**src/rtl/plic_pending_arbiter_if.sv**
```systemverilog
// Gateway handshake, hart configuration and claim/complete bus between the
// register-bus front end / gateways and the pending arbiter.
interface plic_pending_arbiter_if #(
  parameter int unsigned N_SOURCES = 8,
  parameter int unsigned PRIO_W    = 3,
  parameter int unsigned ID_W      = 4
);
  logic [N_SOURCES-1:0]        gw_valid;
  logic [N_SOURCES-1:0]        gw_ready;
  logic [N_SOURCES-1:0]        gw_complete;
  logic [N_SOURCES*PRIO_W-1:0] prio;
  logic [N_SOURCES-1:0]        enable;
  logic [PRIO_W-1:0]           threshold;
  logic                        claim_req;
  logic                        claim_valid;
  logic [ID_W-1:0]             claim_id;
  logic                        complete_req;
  logic [ID_W-1:0]             complete_id;
  logic                        irq;

  modport master (
    output gw_valid, prio, enable, threshold, claim_req, complete_req, complete_id,
    input  gw_ready, gw_complete, claim_valid, claim_id, irq
  );

  modport slave (
    input  gw_valid, prio, enable, threshold, claim_req, complete_req, complete_id,
    output gw_ready, gw_complete, claim_valid, claim_id, irq
  );
endinterface

```
**src/rtl/plic_pending_arbiter.sv**
```systemverilog
// Per-source pending bits behind the level gateways, max-priority arbitration
// (lowest ID wins ties), hart irq generation and claim/complete servicing.
module plic_pending_arbiter #(
  parameter int unsigned N_SOURCES = 8,
  parameter int unsigned PRIO_W    = 3,
  parameter int unsigned ID_W      = 4
) (
  input logic                  clk,
  input logic                  reset,
  plic_pending_arbiter_if.slave bus
);

  logic [N_SOURCES-1:0] pending;
  logic [N_SOURCES-1:0] set_mask;
  logic [N_SOURCES-1:0] claim_clr;
  logic [N_SOURCES-1:0] cpl_onehot;
  logic [ID_W-1:0]      best_id;
  logic [PRIO_W-1:0]    best_prio;
  logic                 win;
  logic                 cpl_hit;

  assign bus.gw_ready = ~pending;
  assign set_mask     = bus.gw_valid & ~pending;

  // Strictly-greater update keeps the lowest ID on ties and excludes priority 0.
  always_comb begin
    best_id   = '0;
    best_prio = '0;
    for (int i = 0; i < int'(N_SOURCES); i++) begin
      if (pending[i] && bus.enable[i] &&
          (bus.prio[i*PRIO_W +: PRIO_W] > best_prio)) begin
        best_prio = bus.prio[i*PRIO_W +: PRIO_W];
        best_id   = ID_W'(i + 1);
      end
    end
  end

  assign win = (best_prio > bus.threshold);

  // A winning claim implies best_prio > 0, so best_id is a real source here.
  always_comb begin
    claim_clr = '0;
    if (bus.claim_req && win) begin
      claim_clr = N_SOURCES'(1) << (best_id - ID_W'(1));
    end
  end

  always_comb begin
    cpl_hit    = bus.complete_req && (bus.complete_id != '0) &&
                 (bus.complete_id <= ID_W'(N_SOURCES));
    cpl_onehot = '0;
    if (cpl_hit) begin
      cpl_onehot = N_SOURCES'(1) << (bus.complete_id - ID_W'(1));
    end
  end

  always_ff @(posedge clk or negedge reset) begin
    if (!reset) begin
      pending         <= '0;
      bus.gw_complete <= '0;
      bus.claim_valid <= 1'b0;
      bus.claim_id    <= '0;
      bus.irq         <= 1'b0;
    end else begin
      pending         <= (pending | set_mask) & ~claim_clr;
      bus.gw_complete <= cpl_onehot;
      bus.claim_valid <= bus.claim_req;
      bus.irq         <= win;
      if (bus.claim_req) begin
        bus.claim_id <= win ? best_id : '0;
      end
    end
  end

endmodule

```
**src/flat_wrapper.sv**
```systemverilog
// flat-port wrapper written by rule: the top's interface ports become plain ports
module plic_pending_arbiter_flat 
#(
  parameter int unsigned N_SOURCES = 8,
  parameter int unsigned PRIO_W    = 3,
  parameter int unsigned ID_W      = 4
)
  (clk, reset, bus_gw_valid, bus_prio, bus_enable, bus_threshold, bus_claim_req, bus_complete_req, bus_complete_id, bus_gw_ready, bus_gw_complete, bus_claim_valid, bus_claim_id, bus_irq);
  plic_pending_arbiter_if #(.N_SOURCES(N_SOURCES), .PRIO_W(PRIO_W), .ID_W(ID_W)) bus_i ();
  input logic clk;
  input logic reset;
  input wire logic [$bits(bus_i.gw_valid)-1:0] bus_gw_valid;
  input wire logic [$bits(bus_i.prio)-1:0] bus_prio;
  input wire logic [$bits(bus_i.enable)-1:0] bus_enable;
  input wire logic [$bits(bus_i.threshold)-1:0] bus_threshold;
  input wire logic [$bits(bus_i.claim_req)-1:0] bus_claim_req;
  input wire logic [$bits(bus_i.complete_req)-1:0] bus_complete_req;
  input wire logic [$bits(bus_i.complete_id)-1:0] bus_complete_id;
  output wire logic [$bits(bus_i.gw_ready)-1:0] bus_gw_ready;
  output wire logic [$bits(bus_i.gw_complete)-1:0] bus_gw_complete;
  output wire logic [$bits(bus_i.claim_valid)-1:0] bus_claim_valid;
  output wire logic [$bits(bus_i.claim_id)-1:0] bus_claim_id;
  output wire logic [$bits(bus_i.irq)-1:0] bus_irq;
  assign bus_i.gw_valid = bus_gw_valid;
  assign bus_i.prio = bus_prio;
  assign bus_i.enable = bus_enable;
  assign bus_i.threshold = bus_threshold;
  assign bus_i.claim_req = bus_claim_req;
  assign bus_i.complete_req = bus_complete_req;
  assign bus_i.complete_id = bus_complete_id;
  assign bus_gw_ready = bus_i.gw_ready;
  assign bus_gw_complete = bus_i.gw_complete;
  assign bus_claim_valid = bus_i.claim_valid;
  assign bus_claim_id = bus_i.claim_id;
  assign bus_irq = bus_i.irq;
  plic_pending_arbiter #(.N_SOURCES(N_SOURCES), .PRIO_W(PRIO_W), .ID_W(ID_W)) u_core (.clk(clk), .reset(reset), .bus(bus_i));
endmodule
```
**config.mk**
```make
export PLATFORM = sky130hd
export DESIGN_NAME = plic_pending_arbiter_flat
export DESIGN_NICKNAME = d
export VERILOG_FILES = /design/src/rtl/plic_pending_arbiter_if.sv /design/src/rtl/plic_pending_arbiter.sv /design/src/flat_wrapper.sv
export SDC_FILE = /design/constraint.sdc
export NUM_CORES = 1
export LEC_CHECK = 0
export CAP_MARGIN = 20
export CORE_ASPECT_RATIO = 0.75
export CORE_UTILIZATION = 41
export CTS_CLUSTER_SIZE = 12
export DETAILED_ROUTE_END_ITERATION = 10
export PLACE_DENSITY = 0.82
export SLEW_MARGIN = 0
export SYNTH_ARGS = -nofsm -noshare
export SYNTH_HDL_FRONTEND = slang
export SYNTH_SLANG_ARGS = --single-unit
```
**constraint.sdc**
```tcl
create_clock -name clk -period 11.1 [get_ports clk]
set_input_delay 1.11 -clock clk [delete_from_list [all_inputs] [get_ports clk]]
set_output_delay 1.11 -clock clk [all_outputs]
set_load 0.02 [all_outputs]
```
# Word-level counts from Yosys, hierarchy flattened
# Index checks and enable logic that the tools add are counted.
dict set report classes {
  muxes 19
  n_reduce_logical 20
  mul 0
  n_shift 2
  n_lt_le_gt_ge 10
  n_bitwise 5
  addsub 2
  div_mod_pow 0
  eq_ne 0
}
# operator n
set ops {}
lappend ops {{two-way mux 4 bit} 8}
lappend ops {{greater-than comparator 3 bit} 8}
lappend ops {{two-way mux 3 bit} 8}
lappend ops {{logical AND 1 bit} 19}
lappend ops {{AND 8 bit} 2}
lappend ops {{two-way mux 8 bit} 2}
lappend ops {{inverter 8 bit} 2}
lappend ops {{<< shifter 1 x 4 -> 8 bit (first input constant)} 2}
lappend ops {{OR 8 bit} 1}
lappend ops {{subtractor 4 x 1 -> 4 bit (second input constant)} 2}
lappend ops {{less-or-equal comparator 4 bit (second input constant)} 1}
lappend ops {{nonzero test 4 bit} 1}
lappend ops {{greater-than comparator 3 x 1 -> 1 bit (second input constant)} 1}
lappend ops {{two-way mux 1 bit} 1}
dict set report totals {
  mem_bits_ro 0
  inputBits 51
  output_inout_bits 22
  regBits 22
  latchBits 0
  ram_bits 0
  mem_count 0
}

# Logic depth before layout (Yosys ltp)
# Gate-level depths: netlist of run 1.
dict set report logic_depth {
  ltp_word 29
  ltp_mapped 65
  ltp_nobuf 65
}

# Worst setup path after synthesis of run 1
# OpenSTA, ideal clock, no wires.
dict set report synth_path {
  path_kind {input to register}
  start {input bus_prio[1]}
  end {register u_core.pending[0]}
  path_slack_ps -221
  stages 61
  arrival_ps 11190
  required_time_ps 10968
  n_path_buf 0
  cell_sequence {and3_1 -> inv_1 -> ha_1 -> nor2b_4 -> o311ai_2 -> nor2_1 -> a21oi_1 -> ha_1 -> o21ai_0 -> a31oi_4 -> a211oi_2 -> nor2_1 -> nor2_1 -> a21oi_1 -> ha_1 -> nor2_1 -> nor2_1 -> o22ai_1 -> [... 25 more ...] -> and2_1 -> ha_1 -> nor2b_1 -> o21a_1 -> o2111ai_1 -> inv_1 -> a21oi_1 -> o31ai_2 -> ha_1 -> inv_1 -> a21o_1 -> a21oi_1 -> a31oi_1 -> nand3_1 -> inv_1 -> nand2_1 -> nor3_2 -> a31oi_1}
}
dict set report synth_between {
  elab_chain_len 29
  elab_cells_between_ends 39
}
# item line
set synth_lines {}
lappend synth_lines {{from (decl)} flat_wrapper.sv:13} ;# input wire logic [$bits(bus_i.prio)-1:0] bus_prio;
lappend synth_lines {{greater-than comparator 3 x 1 -> 1 bit} plic_pending_arbiter.sv:31} ;# (bus.prio[i*PRIO_W +: PRIO_W] > best_prio)) begin
lappend synth_lines {{logical AND 1 bit} plic_pending_arbiter.sv:30} ;# if (pending[i] && bus.enable[i] &&
lappend synth_lines {{two-way mux 3 bit *} plic_pending_arbiter.sv:30}
lappend synth_lines {{greater-than comparator 3 bit} plic_pending_arbiter.sv:31}
lappend synth_lines {{logical AND 1 bit} plic_pending_arbiter.sv:30}
lappend synth_lines {{two-way mux 3 bit *} plic_pending_arbiter.sv:30}
lappend synth_lines {{greater-than comparator 3 bit} plic_pending_arbiter.sv:31}
lappend synth_lines {{logical AND 1 bit} plic_pending_arbiter.sv:30}
lappend synth_lines {{[... 14 more ...]} --}
lappend synth_lines {{logical AND 1 bit} plic_pending_arbiter.sv:30}
lappend synth_lines {{two-way mux 3 bit *} plic_pending_arbiter.sv:30}
lappend synth_lines {{greater-than comparator 3 bit *} plic_pending_arbiter.sv:38} ;# assign win = (best_prio > bus.threshold);
lappend synth_lines {{net u_core.win} plic_pending_arbiter.sv:19} ;# logic win;
lappend synth_lines {{logical AND 1 bit *} plic_pending_arbiter.sv:43} ;# if (bus.claim_req && win) begin
lappend synth_lines {{two-way mux 8 bit *} plic_pending_arbiter.sv:43}
lappend synth_lines {{inverter 8 bit *} plic_pending_arbiter.sv:65} ;# pending <= (pending | set_mask) & ~claim_clr;
lappend synth_lines {{AND 8 bit *} plic_pending_arbiter.sv:65}
lappend synth_lines {{to (signal assigned)} plic_pending_arbiter.sv:65}
lappend synth_lines {{to (decl)} plic_pending_arbiter.sv:13} ;# logic [N_SOURCES-1:0] pending;
# The timed path passes the listed nets; every way through them passes the cells marked *.
# A chain may end at the register's enable or synchronous reset.

# Worst setup path in the final report of run 1
dict set report layout_path {
  start {input bus_enable[0]}
  end {register u_core.pending[0]}
}
dict set report layout_between {
  elab_chain_len 29
  elab_cells_between_ends 39
}
# item line
set layout_lines {}
lappend layout_lines {{from (decl)} flat_wrapper.sv:14} ;# input wire logic [$bits(bus_i.enable)-1:0] bus_enable;
lappend layout_lines {{logical AND 1 bit * (2 in series)} plic_pending_arbiter.sv:30}
lappend layout_lines {{two-way mux 3 bit *} plic_pending_arbiter.sv:30}
lappend layout_lines {{greater-than comparator 3 bit} plic_pending_arbiter.sv:31}
lappend layout_lines {{logical AND 1 bit} plic_pending_arbiter.sv:30}
lappend layout_lines {{two-way mux 3 bit *} plic_pending_arbiter.sv:30}
lappend layout_lines {{greater-than comparator 3 bit} plic_pending_arbiter.sv:31}
lappend layout_lines {{logical AND 1 bit} plic_pending_arbiter.sv:30}
lappend layout_lines {{two-way mux 3 bit *} plic_pending_arbiter.sv:30}
lappend layout_lines {{[... 13 more ...]} --}
lappend layout_lines {{logical AND 1 bit} plic_pending_arbiter.sv:30}
lappend layout_lines {{two-way mux 3 bit *} plic_pending_arbiter.sv:30}
lappend layout_lines {{greater-than comparator 3 bit *} plic_pending_arbiter.sv:38}
lappend layout_lines {{net u_core.win} plic_pending_arbiter.sv:19}
lappend layout_lines {{logical AND 1 bit *} plic_pending_arbiter.sv:43}
lappend layout_lines {{two-way mux 8 bit *} plic_pending_arbiter.sv:43}
lappend layout_lines {{inverter 8 bit *} plic_pending_arbiter.sv:65}
lappend layout_lines {{AND 8 bit *} plic_pending_arbiter.sv:65}
# Marked as above.

==> results of run 1 <==
## where the power goes
group	total (mW)	leakage [nW]	switching, mW	internal, mW
clock	0.0475	0.0216	0.0233	0.0242
combinational	0.701	1.42	0.349	0.352
sequential	0.120	0.260	0.0206	0.0994
total	0.868	1.70	0.393	0.475
## timing repair
item | in CTS | in global routing
setup buffers | 6 | 9
setup endpoints to repair | 12 | 13
pin swaps | 22 | 52
gates resized for setup | 22 | 73
## cells in the mapped netlist, drive strengths merged (2+ instances only)
cell type / count
o221ai: 4
nand2: 22
o22a: 2
inv: 33
a211oi: 2
and2: 4
or2: 3
a211o: 4
nand2b: 3
or4: 2
nand3: 11
a21o: 6
o211ai: 2
nor3: 8
o211a: 2
o21ai: 12
a31oi: 8
nor2: 31
a21oi: 18
ha: 17
o311ai: 2
mux2: 4
o31ai: 2
dfrtp: 22
and3: 5
o22ai: 5
nand3b: 2
o2111ai: 2
nor2b: 4
## worst paths after layout
check,startpoint,endpoint,slack (ns),cells after the start
max,bus_enable[0],u_core.pending[0],0.13,62
min,u_core.bus.claim_id[3],u_core.bus.claim_id[3],0.55,2
max reg2reg,u_core.pending[0],u_core.pending[0],0.57,61
min reg2reg,u_core.bus.claim_id[3],u_core.bus.claim_id[3],0.55,2
max in group asynchronous,reset,u_core.pending[5],9.57,2
min in group asynchronous,reset,u_core.bus.claim_id[0],1.13,1
## layer usage
layer | part of all wire [%] | up-vias
met5 | 0 | -
met4 | 1.9 | 0
met3 | 9.8 | 18
met2 | 47 | 164
met1 | 41 | 1225
li1 | - | 1185
## placed cells by master (no fill, tap or decap), types with 3 or more instances in the layout
| cell | n |
|---|---|
| nand3_2 | 5 |
| nor2_1 | 23 |
| clkbuf_8 | 3 |
| nor3_4 | 3 |
| o22ai_1 | 4 |
| a21oi_4 | 4 |
| a211o_1 | 4 |
| a21oi_1 | 10 |
| nor2_2 | 4 |
| nor2_4 | 4 |
| a21o_1 | 6 |
| dlymetal6s2s_1 | 5 |
| a21oi_2 | 4 |
| nand2_2 | 4 |
| nand3_1 | 6 |
| and2_1 | 3 |
| o21ai_0 | 3 |
| and3_1 | 3 |
| o21ai_2 | 4 |
| ha_1 | 9 |
| o21ai_1 | 5 |
| clkdlybuf4s50_1 | 65 |
| buf_6 | 5 |
| inv_1 | 27 |
| nand2b_1 | 3 |
| a31oi_1 | 5 |
| mux2_4 | 3 |
| ha_4 | 7 |
| nand2_1 | 16 |
| dfrtp_1 | 22 |
| inv_2 | 5 |
| nor3_1 | 5 |
| buf_4 | 52 |
## registers in the layout (all words and copies together) (netlist names)
name                    count
u_core.bus.claim_id         4
u_core.bus.claim_valid      1
u_core.bus.gw_complete      8
u_core.bus.irq              1
u_core.pending              8
## worst max-delay path, delay by kind of cell
| kind | cells | cell delay [ns] |
|---|---|---|
| mux | 2 | 0.67 |
| fa+ha+maj | 8 | 1.96 |
| simple gates | 24 | 3.55 |
| buf+inv | 6 | 0.46 |
| compound gates | 22 | 3.33 |
## cells by family (layout without fill, tap and decap cells)
family / count (synthesis) / after routing / share of synthesized area [%]
compound gates: 75 / 75 / 27.7
mux: 4 / 4 / 2.76
xor+xnor: 2 / 2 / 0.860
simple gates: 100 / 100 / 24.9
fa+ha+maj: 17 / 17 / 10.4
buf+inv: 34 / 164 / 6.33
flops: 22 / 22 / 27.0
## metrics by stage
| step | TNS, ns | hold slack, ns | setup slack, ns | cells | total power [mW] |
|---|---|---|---|---|---|
| 3_5_place_dp | -6.33 | 0.509 | -0.724 | 422 | 0.615 |
| 4_1_cts | 0 | 0.544 | 0.00934 | 431 | 0.715 |
| 2_1_floorplan | 0 | 0.508 | 0.0774 | 254 | 0.403 |
| 6_report | 0 | 0.555 | 0.127 | 441 | 0.868 |
| 3_3_place_gp | -1.76 | 0.516 | -0.333 | 422 | 0.597 |
| 5_1_grt | -1.93 | 0.587 | -0.266 | 441 | 0.918 |
## area by class of cell
class | instances | area share [%]
Tap cell | 57 | 1.92
Multi-Input combinational cell | 198 | 46.7
Clock buffer | 3 | 1.11
Sequential cell | 22 | 14.8
Inverter | 33 | 3.40
Timing Repair Buffer | 128 | 32.0
==> metrics.md, run 1 <==
| Metric | Value |
|---|---|
| GR Util met1 | 34.3% |
| Crit path max fanout | 4 |
| Starting Density | 44.0% |
| 1st-iter DRT viols | approximately 280 |
| Dpl hpwl | slightly above 5000 µm |
| Avg Cell Area, Syn | 8.02 µm² |
| Largest net degree at the start of global routing | 23 |
| GRT Total Usage | 24.6% |
| DIE AREA | 5260 µm² |
| Wire per inst | 18.3 µm |
| # IOs | 73 |
| Vias | 2592 |
| Area Growth Syn to Fin | 82.2% |
| Leakage power | 1.70 nW |
| Max Fclk | 0.0911 GHz |
| I/O Buffers | 72 |
| 1st-pass router iterations | 6 |
| Final Cycle Share | 98.9% |
| Min Clock Period, post-route | 10.97 ns |
| Cts hold-fix bufs | 0 |
| Drc violations | 0 |
| Die Wd | 83.4 µm |
| Placed Area | 3140 µm² |
| Yosys warnings | 0 |
| Highest-delay cell along the critical path | or4_4 |
| Post-Route WL | 8060 µm |
| Final Hold Viols | 0 |
| Final instance area | 3710 µm² |
| Pwr dens | about 230 nW/µm² |
| CTS sink count | 22 |
| CP Class | primary input to register |
| RePlAce Congestion | 0.887 |
| # diodes | 0 |
| Worst skew pair latency | 0.26 ns |
| Syn_nets | 322 |
| CP peak stage delay | 0.50 ns |
| Clock slew at reported path FFs | ~0.070 ns |
| Arr. time, crit path | 11.11 ns |
| Ys flop type | dfrtp_1 |
| Yosys reg bits | 22 |
| Final setup fails | 0 |
| Initial antenna violation count | 0 |
| Register area share after synthesis | around 27% |
| Synth cell types | 54 |
| Outcome | completed |
| H-tree depth | 1 |
| CTS tree | yes |
| Die H | 63.0 µm |
| Synth area leaders | dfrtp_1 (27%), ha_1 (10%), inv_1 (6.1%) |
| Worst VDD drop | 181 µV |
| DR vias/cell | 5.88 |
| Final nets | 454 |
| Cell count after synthesis | 254 |
| Startpoint class of the critical path | primary input |
| Post-synth EDFFs | 0 |
| Hold Path Class | register to register |
| Met3 usage | 3.30% |
| Max-slew violation count | 0 |
| TritonCTS Buffers | 3 |
| Mapped cell area | 2040 µm² |
| Final core utilization | 80.3% |
| Register area | 551 µm² |
| Post-DRT Antenna Nets | 0 |
| Max Cap Viol | 0 |
| Critical Path End Type | register |
| Root Driver | clkbuf_8 |
| Share of the synthesized area in the top cell type | between 20% and 30% |
| Vias in the first global route | 2394 |
| First-pass GRT wire length | 10600 µm |
| Async SR Flop Fraction | 100% |
| FILL cells | roughly 260 |
| Clock buffer depth | 2 |
| Multi-input gate area | 1740 µm² |
| GR peak layer | met2 |
| Core area | 4620 µm² |
| Slew margin rel. | 67.3% |
| Global-route track usage on met2 | 41.0% |
| FP Rows | 21 |
| Total grt overflow | 0 |
| Slew @ Worst Pin | ~0.48 ns |
| Layout cells sized above 1 | 35.7% |
| Skew final | 0.00564 ns |
| Area leader, netlist | dfrtp_1 |
| Req. time, crit path | 11.23 ns |
No activity file was read; power rests on OpenSTA's default activity.
==> run 2: changes to the inputs <==
--- a/config.mk
+++ b/config.mk
@@ -8,6 +8,7 @@
 export CAP_MARGIN = 20
 export CORE_ASPECT_RATIO = 0.75
 export CORE_UTILIZATION = 41
+export CTS_CLUSTER_DIAMETER = 120
 export CTS_CLUSTER_SIZE = 12
 export DETAILED_ROUTE_END_ITERATION = 10
 export PLACE_DENSITY = 0.82
==> results of run 2 <==
No change in the layout: final DEF, timing and power equal those of run 1.
